`config.mk`:
```
export PLATFORM = sky130hd
export DESIGN_NAME = frame_reader
export DESIGN_NICKNAME = d
export VERILOG_FILES = /design/src/rtl/frame_reader.sv
export SDC_FILE = /design/constraint.sdc
export NUM_CORES = 1
export LEC_CHECK = 0
export ABC_AREA = 1
export CAP_MARGIN = 20
export CORE_AREA = 5 5 127 129
export CTS_BUF_LIST = sky130_fd_sc_hd__clkbuf_16
export DETAILED_ROUTE_END_ITERATION = 6
export DIE_AREA = 0 0 132 134
export GPL_TIMING_DRIVEN = 0
export PLACE_DENSITY = 0.58
export REMOVE_ABC_BUFFERS = 1
export SYNTH_ARGS = -nofsm -noshare
export SYNTH_HDL_FRONTEND = slang
export SYNTH_SLANG_ARGS = --single-unit
```
`constraint.sdc`:
```
create_clock -name clk -period 2.9 [get_ports clk]
set_input_delay 0.58 -clock clk [delete_from_list [all_inputs] [get_ports clk]]
set_output_delay 0.58 -clock clk [all_outputs]
set_load 0.02 [all_outputs]
```
`src/rtl/frame_reader.sv`:
```
// frame_reader: scans the framebuffer in 8-pixel blocks and streams returned beats downstream
module frame_reader #(
    parameter int H_BLOCKS        = 100,
    parameter int V_LINES         = 600,
    parameter int MAX_OUTSTANDING = 8
) (
    input  logic         clk,
    input  logic         rst,
    input  logic         start,
    input  logic [31:0]  frame_base,
    input  logic         af_full,
    output logic         af_wr_en,
    output logic [30:0]  af_addr_din,
    output logic [2:0]   af_cmd_din,
    input  logic         rdf_valid,
    input  logic [127:0] rdf_dout,
    output logic         rdf_rd_en,
    input  logic         px_ready,
    output logic         px_wr_en,
    output logic [127:0] px_dout,
    output logic         busy,
    output logic         frame_done
);
    typedef enum logic [1:0] {IDLE, ISSUE, DRAIN} state_t;
    state_t      state_q, state_d;
    logic [5:0]  base_q, base_d;
    logic [6:0]  xblk_q, xblk_d;
    logic [9:0]  y_q, y_d;
    logic [3:0]  out_q, out_d;
    logic        tog_q, tog_d;
    logic        done_q, done_d;
    logic        last_x, last_cmd, pop, burst_end;
    logic        unused_base;
    assign unused_base = ^{frame_base[31:28], frame_base[21:0]};
    assign af_cmd_din  = 3'b001;
    assign af_addr_din = {6'b0, base_q, y_q, xblk_q, 2'b0};
    assign rdf_rd_en   = pop;
    assign px_wr_en    = pop;
    assign px_dout     = rdf_dout;
    assign busy        = state_q != IDLE;
    assign frame_done  = done_q;
    // Issue/return handshakes, scan counters, credit tracking and FSM next state
    always_comb begin
        last_x    = xblk_q == 7'(H_BLOCKS - 1);
        last_cmd  = last_x && y_q == 10'(V_LINES - 1);
        af_wr_en  = !rst && state_q == ISSUE && !af_full && out_q < 4'(MAX_OUTSTANDING);
        pop       = !rst && rdf_valid && px_ready && out_q != 4'd0;
        burst_end = pop && tog_q;
        out_d     = out_q + {3'b0, af_wr_en} - {3'b0, burst_end};
        tog_d     = tog_q ^ pop;
        state_d   = state_q;
        base_d    = base_q;
        xblk_d    = xblk_q;
        y_d       = y_q;
        if (state_q == IDLE && start) begin
            state_d = ISSUE;
            base_d  = frame_base[27:22];
            xblk_d  = 7'd0;
            y_d     = 10'd0;
        end
        if (af_wr_en) begin
            xblk_d  = last_x ? 7'd0 : xblk_q + 7'd1;
            y_d     = last_x ? y_q + 10'd1 : y_q;
            state_d = last_cmd ? DRAIN : state_q;
        end
        if (state_q == DRAIN && out_d == 4'd0)
            state_d = IDLE;
        done_d = state_q == DRAIN && state_d == IDLE;
    end
    // State registers with synchronous reset
    always_ff @(posedge clk) begin
        if (rst) begin
            state_q <= IDLE;
            base_q  <= 6'd0;
            xblk_q  <= 7'd0;
            y_q     <= 10'd0;
            out_q   <= 4'd0;
            tog_q   <= 1'b0;
            done_q  <= 1'b0;
        end else begin
            state_q <= state_d;
            base_q  <= base_d;
            xblk_q  <= xblk_d;
            y_q     <= y_d;
            out_q   <= out_d;
            tog_q   <= tog_d;
            done_q  <= done_d;
        end
    end
endmodule

```
==> Word-level counts from Yosys, hierarchy flattened <==
Index checks and enable logic that the tools add are counted.
{ "op_classes": {"n_addsub": 4, "magnitude_cmp": 1, "n_eq_ne": 5, "mux": 10, "bitwise": 1, "reduce_logical": 20} }
{ "ops": {"columns": ["op", "count"], "rows": [
  ["10-bit 2-to-1 mux", 3],
  ["7-bit 2-to-1 mux", 3],
  ["1-bit logical AND", 11],
  ["10-bit by 1-bit adder with 10-bit output, second input constant", 1],
  ["10-bit == test, second input constant", 1],
  ["2-bit 2-to-1 mux", 4],
  ["7-bit by 1-bit adder with 7-bit output, second input constant", 1],
  ["7-bit == test, second input constant", 1],
  ["4-bit by 1-bit adder with 4-bit output", 1],
  ["2-bit zero test", 2],
  ["4-bit zero test", 1],
  ["4-bit < comparator, second input constant", 1],
  ["2-bit nonzero test", 2],
  ["4-bit nonzero test", 1],
  ["4-bit by 1-bit subtractor with 4-bit output", 1],
  ["2-bit by 1-bit == test with 1-bit output, second input constant", 1],
  ["2-bit == test, second input constant", 1],
  ["1-bit zero test", 2],
  ["2-bit by 1-bit inequality test with 1-bit output, second input constant", 1],
  ["2-bit AND reduction", 1],
  ["1-bit XOR", 1]
]} }
{ "word_totals": {"regBits": 31, "input_bits": 166, "output_inout_bits": 167} }

==> Depth between registers and ports, before layout <==
Gate-level depths: netlist of the first run.
{ "depth": {"word_depth": 11, "ltp_mapped": 15, "depth_no_buf": 14} }

==> Worst setup path before layout of the first run <==
No wires, ideal clock.
{ "synth_timing": {"kind": "input port to flip-flop", "from": "in rst", "to": "reg state_q[1]", "arrival_ns": 2.841, "required_time_ns": 2.772, "path_slack_ns": -0.069, "cell_stages": 15, "path_buffers": 1, "cell_sequence": "buf_6 -> inv_1 -> nand3_1 -> a31oi_1 -> ha_1 -> ha_1 -> inv_1 -> ha_1 -> fa_1 -> inv_1 -> nand4_1 -> nor2_1 -> nand2_1 -> nand2_1 -> nor2_1"} }
{ "synth_via": {"elab_chain_len": 9, "word_cells_on_any_way": 14, "classes_between": "add/sub (2); mux (2); reduce/logical (10)"} }
{ "synth_rtl": {"columns": ["item", "line_no", "rtl"], "rows": [
  ["from (decl)", "8", "input logic rst,"],
  ["1-bit zero test", "47", "pop = !rst && rdf_valid && px_ready && out_q != 4'd0;"],
  ["1-bit logical AND (3 in a row)", "47", null],
  ["net px_wr_en", "19", "output logic px_wr_en,"],
  ["1-bit logical AND", "48", "burst_end = pop && tog_q;"],
  ["4-bit by 1-bit subtractor with 4-bit output", "49", "out_d = out_q + {3'b0, af_wr_en} - {3'b0, burst_end};"],
  ["net out_d[1]", "29", "logic [3:0] out_q, out_d;"],
  ["4-bit zero test", "66", "if (state_q == DRAIN && out_d == 4'd0)"],
  ["1-bit logical AND", "66", null],
  ["2-bit 2-to-1 mux", "66", null],
  ["to (signal assigned)", "81", "state_q <= state_d;"],
  ["to (decl)", "25", "state_t state_q, state_d;"]
]} }
The timed path passes the listed nets, and every way through them passes these cells.
A chain may end at the register's enable or synchronous reset.

==> Final worst setup path of the first run <==
{ "layout_timing": {"from": "in rdf_valid", "to": "out rdf_rd_en"} }
{ "layout_via": {"elab_chain_len": 3} }
{ "layout_rtl": {"columns": ["item", "line_no", "rtl"], "rows": [
  ["from (decl)", "15", "input logic rdf_valid,"],
  ["1-bit logical AND (3 in a row)", "47", null],
  ["to (decl)", "17", "output logic rdf_rd_en,"]
]} }
No other way between the ends.

==> results by group, run 1 <==
Place
  – Placed Cells: 466
  – PortBufs: 39
  – DP Worst Slack: -1.21 ns
  – Routability cong.: 1.05
  – Detailed Place HPWL: 23000 um

Global route
  – Gr ovfl total: 0
  – GR Util All Layers: 26.5%
  – Number of global-route vias before repair: 1675
  – Initial antenna violation count: 0
  – First-pass GRT wire length: 28200 um
  – Largest net degree at the start of global routing: 18

Timing
  – Final worst slack: 0.231 ns
  – Period minus WS final: 2.67 ns
  – RSZ-0062 raised after global routing: false
  – WHS: 0.485 ns
  – Final slew viol count: 0
  – Final setup violation count: 0
  – Worst Skew: 0.00431 ns
  – Final hold violation count: 0
  – Period utilisation layout: 92.0%
  – Maximum clock rate: 375 MHz

Min path
  – Hold path start: base_q[2]
  – Min-Delay Path Class: register to register

Clock tree
  – H-tree depth: 2
  – Cts bufs inserted: 5
  – Clock Pin Slew Worst Setup and Hold Paths: 0.06 ns
  – CTS tree: yes
  – Hold-fix buffers at CTS: 0
  – Root Buffer: clkbuf_16
  – Clock Path Buffers: 2
  – TritonCTS Sinks: 31
  – Clock Latency Late Sink: 0.28 ns

Setup path
  – CP Capture Type: primary output
  – Crit path launch type: input pin
  – Critical path class: input pin to primary output
  – Worst setup startpoint: rdf_valid
  – CP max FO: 2
  – Worst r2r src: out_q[3]
  – CP arrival: 2.09 ns
  – Req. time, crit path: 2.32 ns

Die
  – Num ports: 333
  – Initial Util: 18.1%
  – Die Y: 134 um
  – Die X: 132 um
  – Core Box Area: 14900 um^2
  – Die ar.: 17700 um^2
  – Rows: 45

Layout
  – Nets: 462
  – Post-route insts no fill: 476
  – Most common cell after layout, fill and taps aside: nand2_1
  – Area growth from synthesis to final layout: -8.86%
  – Most frequent cells in the layout: nand2_1, nor2_1, clkdlybuf4s50_1
  – # diodes: 0
  – Share of cells above drive strength 1: 8.33%

Outcome
  – Status: finished, final reports clean

Logic synthesis
  – Avg Inst Size Synth: 7.25 um^2
  – Yosys cell types: 27
  – Synth area leader: buf_4
  – Seq/Total Area, Yosys: 23.0%
  – Cell Area, Synth: 2700 um^2
  – Synth top area cells: buf_4, dfxtp_1, nand2_1, nor2_1, inv_1
  – Number of synthesized register bits: 31
  – Top-area cell type share of the netlist area: 39.0%
  – Synth warnings: 0
  – Cells after Synth: 372

Drt
  – Drt drc: 0
  – Routed Antenna Nets: 0
  – Wire length per cell: 51.4 um
  – Initial detailed-routing violation count: 90
  – Via-to-Cell Ratio: 4.18
  – Final WL: 24500 um
  – Via count: 1988
  – Pre-Repair DR Iteration Count: 5

Pwr
  – Leakage: 0.998 nW
  – Final Total Pwr: 0.00110 W
  – Maximum vdd drop: 0.181 mV
  – Power density over cell area: 448 nW/um^2

Run
  – # Max-Cap Violations: 0
[power by group]
part           switching [W]  total, W  internal [W]
registers         0.00000665  0.000444      0.000438
clock network       0.000207  0.000516      0.000309
logic              0.0000885  0.000140     0.0000514
[final cells by class]
class,count,area [um^2]
clock buffers,5,125
clock inverters,3,11.3
fillers,1699,12500
inverters,37,145
multi-input cells,171,918
flip-flops and latches,31,621
well taps,188,235
repair buffers,41,403
[worst paths after layout]
kind / endpoint / slack (ns) / depth (start not counted)
worst max register to register: state_q[1] / 0.49 / 14
worst min register to register: base_q[2] / 0.49 / 2
worst max-delay path: rdf_rd_en / 0.23 / 5
worst min-delay path: base_q[2] / 0.49 / 2
[metrics by stage]
stage          util (%)  cell area [um^2]  setup TNS, ns
3_3_place_gp       15.4              2290          -7.78
3_5_place_dp       15.4              2290          -7.48
2_1_floorplan         -              1670         -0.351
4_1_cts            16.3              2440              0
6_report           16.5              2460              0
5_1_grt            16.5              2460              0
[state kept, by name (all words and copies together), names as in the netlist]
signal / count
tog_q: 1
xblk_q: 7
frame_done: 1
base_q: 6
state_q: 2
out_q: 4
y_q: 10
[critical path, stage by stage]
cell,delay (ns)
clkdlybuf4s50_1,0.46
nand3_1,0.13
a31oi_4,0.19
buf_4,0.14
clkdlybuf4s50_1,0.59
[cells in the mapped netlist (all sizes together)]
cell	instances
nand4	4
a21oi	11
a31oi	1
conb	2
nand3b	1
nor2	45
fa	1
inv	37
buf	141
clkbuf	1
dfxtp	31
nand2	51
and3	1
nand3	13
o21ai	14
ha	8
xor2	5
nor3	5
[metal layers]
metal  vias to the layer above  wire length (um)  GRT usage (%)
met3                        58              6480           34.1
met2                       283             13300           50.7
met4                         2              1780           14.7
met1                       818              2880           8.89
met5                         -                52           2.22
li1                        827                 -              -
[what timing repair did]
item | CTS | global route
buffers inserted | 1 | 1
resized for setup | 5 | 4
setup endpoints to repair | 9 | 4
[kinds of logic (layout without fill, tap and decap cells)]
family,count (synthesis),in the layout,share of synthesized area [%]
xor gates and xnor gates,5,5,1.62
AOI/OAI and AO/OA,26,26,4.87
buffers and inverters,179,86,44.8
DFF,31,31,23.0
other,2,11,0.278
adders and majority gates,9,9,4.45
and+or+nand+nor,120,120,21.0
(Power assumes the default switching activity.)
==> inputs of run 2 (changes only) <==
--- a/config.mk
+++ b/config.mk
@@ -12,7 +12,7 @@
 export DETAILED_ROUTE_END_ITERATION = 6
 export DIE_AREA = 0 0 132 134
 export GPL_TIMING_DRIVEN = 0
-export PLACE_DENSITY = 0.58
+export PLACE_DENSITY = 0.7
 export REMOVE_ABC_BUFFERS = 1
 export SYNTH_ARGS = -nofsm -noshare
 export SYNTH_HDL_FRONTEND = slang
==> run 2 against run 1 <==
Effect of this change:
- worst setup slack got worse by 0.059 ns
- utilization fell by 0.050 points
- critical path depth rose by 9
- critical endpoint is now state_q[1]
- largest cell class unchanged
- largest power group unchanged
==> results by group, run 2 (synthesized netlist as in run 1, its figures left out) <==
Setup path
  – CP most frequent cell: ha_1
  – Crit path launch type: input pin
  – Worst r2r src: out_q[3]
  – Reg2Reg Depth: 14 (unchanged)
  – R2R setup slack: 0.45 ns (-0.04 ns)
  – Critical path class: input pin to register
  – Worst stage delay on the critical path: 0.45 ns (-0.14 ns)
  – CP Capture Type: register
  – Crit-path cells: clkdlybuf4s50_1 > nand3_1 > a31oi_4 > ha_1 > ha_1 > inv_1 > ha_1 > fa_1 > inv_1 > nand4_1 > nor2_1 > nand2_1 > nand2_1 > nor2_1
  – Worst path slowest cell: clkdlybuf4s50_1
  – Crit path to: state_q[1]
  – Req. time, crit path: 3.06 ns (+0.74 ns)
  – Worst R2R End: state_q[1]
  – CP max FO: 3 (+1)
  – CP arrival: 2.88 ns (+0.79 ns)
  – Worst setup startpoint: px_ready

Global route
  – Gr ovfl total: 0 (unchanged)
  – First-pass GRT wire length: 28200 um (about the same)
  – GR Util All Layers: 26.1% (-0.40 points)
  – Largest net degree at the start of global routing: 18 (unchanged)
  – Initial antenna violation count: 0 (unchanged)
  – Number of global-route vias before repair: 1847 (+10%)

Layout
  – Largest registers: y_q x10, xblk_q x7, base_q x6
  – Share of cells above drive strength 1: 8.01% (-0.32 points)
  – Largest register by flop count: y_q
  – Most common cell after layout, fill and taps aside: nand2_1
  – Post-route insts no fill: 475 (-0.21%)
  – Most frequent cells in the layout: nand2_1, nor2_1, clkdlybuf4s50_1
  – Max FFs per register: 10 (unchanged)
  – # diodes: 0 (unchanged)
  – Nets: 461 (-0.22%)
  – Layout Utilization: 16.4% (-0.050 points)
  – Area growth from synthesis to final layout: -9.14%

Min path
  – Min-Delay Path Class: register to register
  – Hold path start: base_q[0]

Place
  – Detailed Place HPWL: 22700 um (-1.3%)
  – Placed Cells: 466 (unchanged)
  – Routability cong.: 1.06 (+0.47%)
  – PortBufs: 39 (unchanged)
  – DP Worst Slack: -1.21 ns (+0.00101 ns)

Drt
  – Wire length per cell: 50.9 um (-0.83%)
  – Via-to-Cell Ratio: 4.19 (+0.36%)
  – Routed Antenna Nets: 0 (unchanged)
  – Via count: 1991 (+0.15%)
  – Initial detailed-routing violation count: 124 (+38%)
  – Final WL: 24200 um (-1.0%)
  – Pre-Repair DR Iteration Count: 4 (-1)
  – Drt drc: 0 (unchanged)

Clock tree
  – Clock Pin Slew Worst Setup and Hold Paths: 0.05 ns (about the same)
  – CTS tree: yes
  – Clock Path Buffers: 2 (unchanged)
  – H-tree depth: 2 (unchanged)
  – Root Buffer: clkbuf_16
  – Clock Latency Late Sink: 0.28 ns (about the same)
  – TritonCTS Sinks: 31 (unchanged)
  – Cts bufs inserted: 5 (unchanged)

Pwr
  – Final Total Pwr: 0.00109 W (-0.92%)
  – Power density over cell area: 445 nW/um^2 (-0.61%)
  – Leakage: 0.993 nW (-0.55%)
  – Maximum vdd drop: 0.175 mV (-2.9%)

Die
  – Rows: 45 (unchanged)
  – Die ar.: 17700 um^2 (unchanged)
  – Die Y: 134 um (unchanged)
  – Die X: 132 um (unchanged)
  – Initial Util: 18.1% (unchanged)
  – Core Box Area: 14900 um^2 (unchanged)
  – Num ports: 333 (unchanged)

Timing
  – Final worst slack: 0.172 ns (-0.0587 ns)
  – Final setup violation count: 0 (unchanged)
  – Worst Skew: 0.00341 ns (-0.000903 ns)
  – Total negative slack: 0 ns (unchanged)
  – Period minus WS final: 2.73 ns (+0.0587 ns)
  – Period utilisation layout: 94.1% (+2.0 points)
  – Final slew viol count: 0 (unchanged)
  – Maximum clock rate: 367 MHz (-2.2%)
  – Final hold violation count: 0 (unchanged)

Run
  – # Max-Cap Violations: 0 (unchanged)

Outcome
  – Status: finished, final reports clean
run 2: power breakdown:
group          leakage (nW)  switching [W]  total (W)  internal [W]
registers             0.252     0.00000711   0.000445      0.000438
clock network        0.0701       0.000196   0.000505      0.000309
logic                 0.671      0.0000893   0.000141     0.0000512
run 2: area by class of cell:
cell class	instances	area (um^2)
fillers	1684	12500
multi-input cells	171	918
flip-flops and latches	31	621
repair buffers	40	395
well taps	188	235
inverters	37	145
clock buffers	5	125
clock inverters	3	11.3
run 2: routing by layer:
layer,up-vias,part of all wire (%),GRT usage (%)
met5,-,0.17,3.33
met2,312,52,47.6
met3,66,26,32.9
li1,820,-,-
met1,791,13,9.23
met4,2,8.5,18.9
run 2: worst max-delay path: cells and delay by family:
kind                     cells  cell delay (ns)
AND/OR/NAND/NOR              6             0.50
AO/OA/AOI/OAI                1             0.20
buffers and inverters        3             0.59
adder cells (fa/ha/maj)      4             0.99
run 2: timing repair:
action	CTS	global route
gates resized for setup	6	3
setup buffers	1	0
hold buffers	0	0
endpoints found under the setup margin	9	2
run 2: worst min path at each step:
stage	end	slack (ns)	depth (start not counted)
final	base_q[0]	0.48	2
after global routing	base_q[1]	0.50	2
after CTS	base_q[1]	0.49	2
after detailed placement	base_q[1]	0.48	2
after global placement	base_q[4]	0.46	2
after floorplan	tog_q	0.53	3
run 2: through the flow:
step           hold slack (ns)  cell area [um^2]
6_report                 0.483              2450
5_1_grt                  0.501              2450
4_1_cts                  0.489              2430
3_5_place_dp             0.479              2290
3_3_place_gp             0.463              2290
2_1_floorplan            0.532              1670
==> inputs of run 3 (changes only) <==
--- a/config.mk
+++ b/config.mk
@@ -11,7 +11,6 @@
 export CTS_BUF_LIST = sky130_fd_sc_hd__clkbuf_16
 export DETAILED_ROUTE_END_ITERATION = 6
 export DIE_AREA = 0 0 132 134
-export GPL_TIMING_DRIVEN = 0
 export PLACE_DENSITY = 0.7
 export REMOVE_ABC_BUFFERS = 1
 export SYNTH_ARGS = -nofsm -noshare
==> run 3 against run 2 <==
Effect of this change:
- die area unchanged
- via count increased by 0.95%
- wire length decreased by 0.35%
- critical path type is now input pin to primary output
- count of clock-buffer cells in the layout unchanged
- global-route usage decreased by 0.24 points
- design area increased by 0.97%
- highest routed layer unchanged
- largest power group unchanged
- sequential cell count unchanged
==> results by group, run 3 (synthesized netlist as in run 1, its figures left out) <==
Timing
  – Period minus WS final: 2.78 ns (+0.0534 ns)
  – Final hold violation count: 0 (unchanged)
  – Maximum clock rate: 360 MHz (-1.9%)
  – Worst Skew: 0.00629 ns (+0.00289 ns)
  – Period utilisation layout: 95.9% (+1.8 points)
  – Final worst slack: 0.119 ns (-0.0534 ns)
  – Total negative slack: 0 ns (unchanged)
  – Final slew viol count: 0 (unchanged)
  – Final setup violation count: 0 (unchanged)

Place
  – DP Area: 2320 um^2 (+1.3%)
  – Detailed Place HPWL: 22700 um (+0.23%)
  – Routability cong.: 1.06 (about the same)
  – DP Worst Slack: -0.0830 ns (+1.13 ns)
  – Placed Cells: 470 (+0.86%)
  – PortBufs: 39 (unchanged)

Die
  – Initial Util: 18.1% (unchanged)
  – Num ports: 333 (unchanged)
  – Die Y: 134 um (unchanged)
  – Die ar.: 17700 um^2 (unchanged)
  – Die X: 132 um (unchanged)
  – Rows: 45 (unchanged)
  – Core Box Area: 14900 um^2 (unchanged)

Setup path
  – CP max FO: 16 (+13)
  – Critical path class: input pin to primary output
  – CP arrival: 2.20 ns (-0.68 ns)
  – CP Capture Type: primary output
  – Crit path launch type: input pin
  – Req. time, crit path: 2.32 ns (-0.74 ns)

Clock tree
  – Root Buffer: clkbuf_16
  – H-tree depth: 2 (unchanged)
  – Clock Pin Slew Worst Setup and Hold Paths: 0.05 ns (about the same)
  – TritonCTS Sinks: 31 (unchanged)
  – Cts bufs inserted: 5 (unchanged)
  – Clock Path Buffers: 2 (unchanged)
  – Hold-fix buffers at CTS: 0 (unchanged)
  – CTS tree: yes
  – Clock Latency Late Sink: 0.28 ns (about the same)

Drt
  – Wire length per cell: 50.3 um (-1.2%)
  – Final WL: 24100 um (-0.35%)
  – Initial detailed-routing violation count: 93 (-25%)
  – Via-to-Cell Ratio: 4.20 (+0.11%)
  – Pre-Repair DR Iteration Count: 4 (unchanged)
  – Via count: 2010 (+0.95%)
  – Routed Antenna Nets: 0 (unchanged)
  – Drt drc: 0 (unchanged)

Pwr
  – Sequential Power Share: 40.3% (-0.5 points)
  – NetSw: 0.000301 W (+3.0%)
  – Sw frac: 27.3% (+0.45 points)
  – Logic pwr share: 12.7% (-0.2 points)
  – Internal: 0.000803 W (+0.65%)
  – Power share of the clock group: 47.0% (+0.7 points)
  – Maximum vdd drop: 0.207 mV (+18%)
  – Power density over cell area: 446 nW/um^2 (+0.30%)
  – Leakage: 1.01 nW (+2.0%)

Layout
  – Nets: 465 (+0.87%)
  – Share of cells above drive strength 1: 8.93% (+0.92 points)
  – Finished Cell Area: 2470 um^2 (+0.97%)
  – Layout Utilization: 16.6% (+0.16 points)
  – Largest register by flop count: y_q
  – Most common cell after layout, fill and taps aside: nand2_1
  – Max FFs per register: 10 (unchanged)
  – Area growth from synthesis to final layout: -8.26%
  – Post-route insts no fill: 479 (+0.84%)
  – # diodes: 0 (unchanged)
  – Fillers: 1708 (+1.4%)
  – Most frequent cells in the layout: nand2_1, nor2_1, clkdlybuf4s50_1
  – Largest registers: y_q x10, xblk_q x7, base_q x6

Global route
  – Largest net degree at the start of global routing: 17 (-1)
  – Initial antenna violation count: 0 (unchanged)
  – GR Util All Layers: 25.9% (-0.24 points)
  – Number of global-route vias before repair: 1775 (-3.9%)
  – First-pass GRT wire length: 28000 um (-0.98%)
  – Gr ovfl total: 0 (unchanged)

Outcome
  – Status: finished, final reports clean

Min path
  – Min-Delay Path Class: register to register

Run
  – # Max-Cap Violations: 0 (unchanged)
-- run 3: layout make-up --
| class | instances | area [um^2] | area share [%] |
|---|---|---|---|
| clock inverter | 3 | 15.0 | 0.607 |
| sequential | 31 | 621 | 25.1 |
| inverter | 37 | 141 | 5.71 |
| timing repair buffer | 44 | 428 | 17.3 |
| tap | 188 | 235 | 9.50 |
| clock buffer | 5 | 125 | 5.06 |
| multi-input combinational | 171 | 910 | 36.8 |
-- run 3: per-stage QoR --
step / power [W] / hold slack (ns)
after global routing: 0.00115 / 0.500
after floorplan: 0.000532 / 0.532
after global placement: 0.000593 / 0.463
after CTS: 0.00112 / 0.489
final: 0.00110 / 0.483
after detailed placement: 0.000594 / 0.479
-- run 3: path summary, 6_finish.rpt --
check,startpoint,endpoint,slack [ns],depth (start not counted)
worst max-delay path,rst,af_wr_en,0.12,6
worst min-delay path,base_q[1],base_q[1],0.48,2
worst max register to register,out_q[2],state_q[1],0.51,14
worst min register to register,base_q[1],base_q[1],0.48,2
-- run 3: per-layer routing --
layer	global-route usage (%)	part of all wire, %	vias up
li1	-	-	830
met1	7.33	11	804
met2	50.4	54	318
met3	34.1	27	48
met4	13.6	7.3	10
met5	8.06	0.84	-
-- run 3: repair_timing --
item | in CTS | in global routing
gates resized for setup | 0 | 1
setup buffers | 0 | 1
setup endpoints to repair | 0 | 2
-- run 3: power by group through the flow --
stage / sequential, W / clock (W) / combinational (W)
floorplan: 0.000463 / 0 / 0.0000686
global placement: 0.000454 / 0 / 0.000140
detailed placement: 0.000454 / 0 / 0.000140
CTS: 0.000445 / 0.000537 / 0.000140
global route: 0.000446 / 0.000553 / 0.000153
finish: 0.000445 / 0.000519 / 0.000140
-- run 3: critical path, stage by stage --
cell and delay [ns]:
clkdlybuf4s50_1 0.42, buf_4 0.22, nor2_4 0.14, nand2_2 0.09
nor2_8 0.10, clkdlybuf4s50_1 0.65
